`src/rtl/fp_unit_arbiter_if.sv`:
```
// fp_unit_arbiter_if: requester handshake, FP core operand/result, drain and statistics signals
interface fp_unit_arbiter_if #(parameter int NREQ = 4, parameter int W = 32);
  logic [NREQ-1:0] req_valid, req_ready, resp_valid;
  logic [NREQ*W-1:0] req_a, req_b;
  logic [W-1:0] fpu_a, fpu_b, fpu_result, resp_data;
  logic drain_req, drain_done;
  logic [31:0] stat_issues, stat_conflicts;
  modport master(
    output req_valid, req_a, req_b, fpu_result, drain_req,
    input req_ready, fpu_a, fpu_b, resp_valid, resp_data, drain_done, stat_issues, stat_conflicts
  );
  modport slave(
    input req_valid, req_a, req_b, fpu_result, drain_req,
    output req_ready, fpu_a, fpu_b, resp_valid, resp_data, drain_done, stat_issues, stat_conflicts
  );
endinterface

```
`src/rtl/fp_unit_arbiter.sv`:
```
// fp_unit_arbiter: round-robin sharing of one fixed-latency FP core with tag-routed results.
// Define FPU_ARB_STATS_EN to build the issue/contention counters.
module fp_unit_arbiter #(
  parameter int NREQ = 4,
  parameter int LAT = 12,
  parameter int W = 32
) (
  input logic clk,
  input logic rst,
  fp_unit_arbiter_if.slave bus
);
  localparam int PW = $clog2(NREQ);
  localparam logic [PW:0] NR = NREQ[PW:0];
  localparam logic [1:0] RUN = 2'd0, DRAIN = 2'd1, DRAINED = 2'd2;
  logic [1:0] state;
  logic [PW-1:0] ptr, off, gid;
  logic [PW:0] sum;
  logic [NREQ-1:0] rot;
  logic any, issue, pipeBusy;
  logic [LAT:0] tagVld;
  logic [PW-1:0] tagId [LAT+1];
  // Rotate so that bit 0 is the requester the pointer currently favours
  assign rot = (bus.req_valid >> ptr) | (bus.req_valid << (NREQ - int'(ptr)));
  always_comb begin
    off = '0;
    any = 1'b0;
    for (int k = NREQ - 1; k >= 0; k--) if (rot[k]) begin off = PW'(k); any = 1'b1; end
  end
  assign sum = {1'b0, ptr} + {1'b0, off};
  assign gid = sum >= NR ? PW'(sum - NR) : sum[PW-1:0];
  assign issue = (state == RUN) & ~bus.drain_req & ~rst & any;
  assign bus.req_ready = issue ? NREQ'(1) << gid : '0;
  assign pipeBusy = |tagVld | issue;
  assign bus.drain_done = (state == DRAINED) & bus.drain_req;
  always_ff @(posedge clk) begin
    if (rst) begin
      state <= RUN;
      ptr <= '0;
      tagVld <= '0;
      bus.fpu_a <= '0;
      bus.fpu_b <= '0;
      bus.resp_valid <= '0;
      bus.resp_data <= '0;
    end else begin
      state <= state == RUN ? (bus.drain_req ? DRAIN : RUN)
             : state == DRAIN ? (pipeBusy ? DRAIN : DRAINED)
             : (bus.drain_req ? DRAINED : RUN);
      if (issue) ptr <= gid == PW'(NREQ - 1) ? '0 : gid + 1'b1;
      bus.fpu_a <= issue ? bus.req_a[gid*W +: W] : '0;
      bus.fpu_b <= issue ? bus.req_b[gid*W +: W] : '0;
      tagVld <= {tagVld[LAT-1:0], issue};
      bus.resp_valid <= tagVld[LAT] ? NREQ'(1) << tagId[LAT] : '0;
      if (tagVld[LAT]) bus.resp_data <= bus.fpu_result;
    end
  end
  always_ff @(posedge clk) begin
    tagId[0] <= gid;
    for (int s = 1; s <= LAT; s++) tagId[s] <= tagId[s-1];
  end
`ifdef FPU_ARB_STATS_EN
  always_ff @(posedge clk) begin
    if (rst) begin
      bus.stat_issues <= '0;
      bus.stat_conflicts <= '0;
    end else begin
      if (issue) bus.stat_issues <= bus.stat_issues + 1'b1;
      if (state == RUN && |(bus.req_valid & (bus.req_valid - 1'b1))) bus.stat_conflicts <= bus.stat_conflicts + 1'b1;
    end
  end
`else
  assign bus.stat_issues = '0;
  assign bus.stat_conflicts = '0;
`endif
endmodule

```
`src/flat_wrapper.sv`:
```
// flat-port wrapper written by rule: the top's interface ports become plain ports
module fp_unit_arbiter_flat 
#(
  parameter int NREQ = 4,
  parameter int LAT = 12,
  parameter int W = 32
)
  (clk, rst, bus_req_valid, bus_req_a, bus_req_b, bus_fpu_result, bus_drain_req, bus_req_ready, bus_fpu_a, bus_fpu_b, bus_resp_valid, bus_resp_data, bus_drain_done, bus_stat_issues, bus_stat_conflicts);
  fp_unit_arbiter_if #(.NREQ(NREQ), .W(W)) bus_i ();
  input logic clk;
  input logic rst;
  input wire logic [$bits(bus_i.req_valid)-1:0] bus_req_valid;
  input wire logic [$bits(bus_i.req_a)-1:0] bus_req_a;
  input wire logic [$bits(bus_i.req_b)-1:0] bus_req_b;
  input wire logic [$bits(bus_i.fpu_result)-1:0] bus_fpu_result;
  input wire logic [$bits(bus_i.drain_req)-1:0] bus_drain_req;
  output wire logic [$bits(bus_i.req_ready)-1:0] bus_req_ready;
  output wire logic [$bits(bus_i.fpu_a)-1:0] bus_fpu_a;
  output wire logic [$bits(bus_i.fpu_b)-1:0] bus_fpu_b;
  output wire logic [$bits(bus_i.resp_valid)-1:0] bus_resp_valid;
  output wire logic [$bits(bus_i.resp_data)-1:0] bus_resp_data;
  output wire logic [$bits(bus_i.drain_done)-1:0] bus_drain_done;
  output wire logic [$bits(bus_i.stat_issues)-1:0] bus_stat_issues;
  output wire logic [$bits(bus_i.stat_conflicts)-1:0] bus_stat_conflicts;
  assign bus_i.req_valid = bus_req_valid;
  assign bus_i.req_a = bus_req_a;
  assign bus_i.req_b = bus_req_b;
  assign bus_i.fpu_result = bus_fpu_result;
  assign bus_i.drain_req = bus_drain_req;
  assign bus_req_ready = bus_i.req_ready;
  assign bus_fpu_a = bus_i.fpu_a;
  assign bus_fpu_b = bus_i.fpu_b;
  assign bus_resp_valid = bus_i.resp_valid;
  assign bus_resp_data = bus_i.resp_data;
  assign bus_drain_done = bus_i.drain_done;
  assign bus_stat_issues = bus_i.stat_issues;
  assign bus_stat_conflicts = bus_i.stat_conflicts;
  fp_unit_arbiter #(.NREQ(NREQ), .LAT(LAT), .W(W)) u_core (.clk(clk), .rst(rst), .bus(bus_i));
endmodule
```
`config.mk`:
```
export PLATFORM = sky130hd
export DESIGN_NAME = fp_unit_arbiter_flat
export DESIGN_NICKNAME = d
export VERILOG_FILES = /design/src/rtl/fp_unit_arbiter_if.sv /design/src/rtl/fp_unit_arbiter.sv /design/src/flat_wrapper.sv
export SDC_FILE = /design/constraint.sdc
export NUM_CORES = 1
export LEC_CHECK = 0
export BUFFER_PORTS_ARGS = -buffer_cell sky130_fd_sc_hd__buf_2
export CELL_PAD_IN_SITES_DETAIL_PLACEMENT = 1
export CELL_PAD_IN_SITES_GLOBAL_PLACEMENT = 1
export CORE_AREA = 4 4 179 181
export CTS_CLUSTER_DIAMETER = 100
export DETAILED_ROUTE_END_ITERATION = 6
export DIE_AREA = 0 0 183 185
export PLACE_DENSITY_LB_ADDON = 0.1
export RECOVER_POWER = 25
export SYNTH_ARGS = -nofsm -noshare
export SYNTH_HDL_FRONTEND = slang
export SYNTH_SLANG_ARGS = --single-unit
```
`constraint.sdc`:
```
create_clock -name clk -period 4.7 [get_ports clk]
set_input_delay 0.47 -clock clk [delete_from_list [all_inputs] [get_ports clk]]
set_output_delay 0.47 -clock clk [all_outputs]
set_load 0.02 [all_outputs]
```
### Yosys cells after proc, flatten, opt, wreduce, memory -nomap -nowiden

Memories as Yosys holds them, arrays and structs flattened.
Index checks and enable logic that the tools add are counted.

| storage, ports and cells | value |
|---|---|
| bits in registers | 117 |
| latch bits | 0 |
| memory bits (writable) | 26 |
| ROM bits | 0 |
| input port bits | 295 |
| output and inout port bits | 169 |
| word-level logic and storage cells | 52 |
| memories | 1 |

| operators by class | value |
|---|---|
| add/sub/neg operators | 4 |
| multiply operators | 0 |
| divide/modulo/power cells | 0 |
| order comparisons | 1 |
| eq/ne operators | 3 |
| shift operators | 6 |
| mux-type cells | 16 |
| bitwise gates (word level) | 10 |
| reduce and logical (&&, ||, !) cells | 4 |

Memories:

| memory | depth | bits a word | read ports | clocked after Yosys merged registers in | write ports | line | text |
|---|---|---|---|---|---|---|---|
| u_core.tagId | 13 | 2 | 13 | 0 | 13 | fp_unit_arbiter.sv:21 | `logic [PW-1:0] tagId [LAT+1];` |

Operators with widths:

| kind | count |
|---|---|
| 128-bit by 8-bit indexed part select with 32-bit output | 2 |
| 4-bit by 32-bit << shifter with 4-bit output | 1 |
| 2-bit 2-to-1 mux | 10 |
| 13-bit OR reduction | 1 |
| 1-bit by 2-bit << shifter with 4-bit output (first input constant) | 2 |
| 1-bit 2-to-1 mux | 5 |
| 1-bit bitwise AND | 4 |
| 2-bit equality test (second input constant) | 2 |
| 4-bit 2-to-1 mux | 1 |
| 1-bit NOT | 4 |
| 4-bit bitwise OR | 1 |
| 2-bit OR reduction | 2 |
| 4-bit by 2-bit >> shifter with 4-bit output | 1 |
| 3-bit by 2-bit subtractor with 4-bit output (first input constant) | 1 |
| 2-bit by 2-bit adder with 3-bit output | 1 |
| 3-bit greater-or-equal comparator (second input constant) | 1 |
| 2-bit by 1-bit adder with 2-bit output (second input constant) | 1 |
| 2-bit by 1-bit equality test with 1-bit output (second input constant) | 1 |
| 2-bit zero test | 1 |
| 2-bit by 1-bit subtractor with 2-bit output (second input constant) | 1 |
| 1-bit bitwise OR | 1 |

### Logic depth before layout (Yosys ltp)

| logic depth | value |
|---|---|
| depth in word-level cells | 12 |
| mapped depth | 16 |
| gate-level depth less buffers | 13 |

### Worst setup path before layout

No wires, ideal clock.

| timing path | value |
|---|---|
| path kind | flip-flop to output port |
| start | register u_core.ptr[0] |
| end | output bus_req_ready[2] |
| arrival | 4.030 ns |
| required time | 4.230 ns |
| slack | 0.200 ns |
| cell stages (with the launch flop) | 16 |
| buffers on the path | 5 |
| cell sequence | dfxtp_1 -> buf_4 -> inv_2 -> ha_1 -> nor2_1 -> a211oi_1 -> o22ai_1 -> clkbuf_1 -> clkbuf_1 -> nor2_1 -> ha_1 -> xnor2_1 -> buf_2 -> buf_2 -> nor3_1 -> a2111oi_0 |

| on the way | value |
|---|---|
| longest elaborated chain between the ends | 12 |

Ends and longest elaborated chain:

| what | line | text |
|---|---|---|
| from (decl) | fp_unit_arbiter.sv:16 | `logic [PW-1:0] ptr, off, gid;` |
| from (signal assigned) | fp_unit_arbiter.sv:48 | `if (issue) ptr <= gid == PW'(NREQ - 1) ? '0 : gid + 1'b1;` |
| 3-bit by 2-bit subtractor with 4-bit output | fp_unit_arbiter.sv:23 | `assign rot = (bus.req_valid >> ptr) \| (bus.req_valid << (NREQ - int'(ptr)));` |
| 4-bit by 32-bit << shifter with 4-bit output | fp_unit_arbiter.sv:23 |  |
| 4-bit bitwise OR | fp_unit_arbiter.sv:23 |  |
| 2-bit 2-to-1 mux (4 in series) | fp_unit_arbiter.sv:27 | `for (int k = NREQ - 1; k >= 0; k--) if (rot[k]) begin off = PW'(k); any = 1'b1; end` |
| 2-bit by 2-bit adder with 3-bit output | fp_unit_arbiter.sv:29 | `assign sum = {1'b0, ptr} + {1'b0, off};` |
| 3-bit greater-or-equal comparator or 2-bit by 1-bit subtractor with 2-bit output (tied branches) | fp_unit_arbiter.sv:30 | `assign gid = sum >= NR ? PW'(sum - NR) : sum[PW-1:0];` |
| 2-bit 2-to-1 mux | fp_unit_arbiter.sv:30 |  |
| 1-bit by 2-bit << shifter with 4-bit output | fp_unit_arbiter.sv:32 | `assign bus.req_ready = issue ? NREQ'(1) << gid : '0;` |
| 4-bit 2-to-1 mux (*) | fp_unit_arbiter.sv:32 |  |
| to (decl) | flat_wrapper.sv:17 | `output wire logic [$bits(bus_i.req_ready)-1:0] bus_req_ready;` |

Mark *: on every way between the ends. The rest lies on a longest branch, timed or not.

### Worst setup path after layout

| timing path | value |
|---|---|
| start | register u_core.ptr[0] |
| end | output bus_req_ready[3] |

The elaborated chain is that of the path after synthesis.

==> run summary <==
First-pass GRT wire length = 49,400 um
Root Buffer = clkbuf_16
Most common cell after layout, fill and taps aside = buf_2
Worst slew margin = -53.6%
CTS tree = yes
Synth warn = 0
TritonRoute pass-1 iters = 4
Cells after Synth = 754
DR vias/cell = 5.04
DRC = 0
Crit Path Class = reg -> out
Die footprint = 33,900 um2
Met3 usage = 6.23%
Maximum root-to-sink buffer count = 2
Share of layout cells above drive strength 1 = 50.4%
Min Tclk post-route = 4200 ps
Crit-path max cell delay = 600 ps
Yosys top cell area share = 33.5%
Reg area = 2860 um2
Total grt overflow = 0
I/O Buffers = 399
Crit path launch type = flip-flop
CTS sink cnt = 143
Max FO, Critical Path = 20
Cell Pwr Density = 803 nW/um2
Largest net degree at the start of global routing = 69
Fin. max-slew vios = 54
Area taken by multi-input logic gates = 5200 um2
Async set-reset flop share out of synthesis = 0%
Data arrival, critical path = 3730 ps
Syn avg cell area = 11.4 um2
Met2 GRT Util = 32.7%
Hold violation total from the final report = 0
Fin crit share = 89.3%
DRT iter0 DRCs = 299
Worst hold path type = in -> reg
Met1 Use GR = 22.8%
DR WL/cell = 22.1 um
Filler instances = 3,516
Crit-path most repeated cell = ha_1
Slowest cell on crit path = dfxtp_1
Unrepaired setup endpoints after global routing = no
VDD IR max = 0.436 mV
Post-synth top flop = dfxtp_1
Cell taking the most area after synthesis = mux4_2
Row count = 64
Yosys cell types = 42
F_max = 0.238 GHz
CP Capture Type = output port
Cts hold-fix bufs = 0
Clock Skew = 15.5 ps
Worst-path clk slew = 70 ps
Starting density of the core = 28.3%
Post-CTS setup buffers = 0
Final layout net count = 1,405
Core Region = 30,400 um2
Setup violators final = 0
Number of global-route vias before repair = 8,179
Die Y-Extent = 185 um
Final WL = 33,700 um
Tot GR Track Use = 19.0%
Post-synth EDFFs = 0
Total number of vias = 7,691
Post-DP HPWL = 24,500 um
TritonCTS Buffers = 17
Worst Path Required = 4230 ps
Register bit total from synthesis = 143
GRT Max-Usage Layer = met2
Clock latency on the worst-skew pair = 430 ps
Post-CTS sizing = 0
Max_cap viols = 1
Leak pwr = 4.67 nW
Fin Setup TNS = 0 ps
Most frequent cells in the layout = 372 x buf_2, 142 x dfxtp_1, 128 x mux4_2
Syn-to-layout area delta = 31.5%
Sequential area share after synthesis = 33.2%
Slew @ Worst Pin = 2300 ps
GP Congestion = 0.804
Top cells by area, synth = mux4_2 33%, dfxtp_1 33%, buf_4 5.8%
CP Cell Sequence = inv_2, ha_1, nor2_1, a211oi_1, o22a_2, nand3_1, xnor2_1, ha_1, and2_1, buf_2
CTS H-tree lvls = 4
Worst hold margin = 282 ps
Initial antenna violation count = 9
Chip Width = 183 um
Final ANT Viol Nets = 0
Num ports = 464
Mapped Area = 8610 um2
Status = finished, violations left
Failing checks = capacitance limit, slew limit
-- through the flow --
step	setup WS [ps]	utilization, %	instances	cell area [um2]	power [mW]
6_report	503	37.2	1525	11300	9.09
5_1_grt	107	37.2	1521	11300	9.77
4_1_cts	431	37.3	1516	11300	9.29
3_5_place_dp	727	35.3	1484	10700	7.86
3_3_place_gp	734	35.3	1484	10700	7.82
2_1_floorplan	200	-	817	8850	6.43
-- cells by family after synthesis --
family / share of synthesized area, %
DFF: 33.2
and+or+nand+nor: 9.26
other: 0.0436
xor gates and xnor gates: 0.407
adders and majority gates: 0.436
AOI/OAI and AO/OA: 8.70
muxes: 38.1
buffers and inverters: 9.82
-- area by class of cell --
| class | instances | share of cell area, % |
|---|---|---|
| well taps | 396 | 4.37 |
| inverters | 2 | 0.0663 |
| multi-input cells | 524 | 45.9 |
| flip-flops and latches | 143 | 25.3 |
| clock buffers | 17 | 3.76 |
| clock inverters | 15 | 1.52 |
| diodes | 9 | 0.199 |
| repair buffers | 419 | 18.9 |
-- layer usage --
metal | vias up | routed length (um)
met4 | 8 | 572
met3 | 39 | 2670
met5 | - | 55
met2 | 302 | 17200
met1 | 3809 | 13200
li1 | 3533 | -
-- path summary, 6_finish.rpt --
| path | from | end | slack (ps) | depth (start not counted) |
|---|---|---|---|---|
| max reg2reg | u_core.ptr[0] | u_core.bus.fpu_b[17] | 750 | 11 |
| min | bus_fpu_result[8] | u_core.bus.resp_data[8] | 280 | 3 |
| max | u_core.ptr[0] | bus_req_ready[3] | 500 | 10 |
| min reg2reg | u_core.tagId[0][1] | u_core.tagId[0][3] | 320 | 0 |
-- power by group --
| group | internal, mW | switching, mW |
|---|---|---|
| combinational | 2.99 | 3.19 |
| sequential | 1.46 | 0.0816 |
| clock | 0.756 | 0.621 |
| total | 5.20 | 3.89 |
-- registers in the layout, indices dropped and copies added, names as in the netlist --
name / flops
u_core.bus.fpu_a: 32
u_core.bus.fpu_b: 32
u_core.bus.resp_data: 32
u_core.bus.resp_valid: 4
u_core.ptr: 2
u_core.state: 2
u_core.tagId: 26
u_core.tagVld: 13
-- cells in the mapped netlist, types with 2 or more instances --
cell,n
nor3_1,3
a21oi_1,67
dfxtp_1,143
nor2_1,43
ha_1,3
xnor2_1,3
clkbuf_1,45
nor4_1,3
buf_1,9
o21ai_0,67
nand2_1,2
nor4b_1,2
buf_4,66
mux2i_1,37
and3b_1,2
buf_2,27
nor4bb_1,3
nand4_1,66
nor2b_1,12
mux4_2,128
a211oi_1,2
-- worst max-delay path, delay by kind of cell (launching register included) --
family,cells,cell delay (ps)
xor gates and xnor gates,1,250
DFF,1,600
adders and majority gates,2,590
and+or+nand+nor,3,470
buffers and inverters,2,310
AOI/OAI and AO/OA,2,1080
Power figures use the tool's default switching activity.
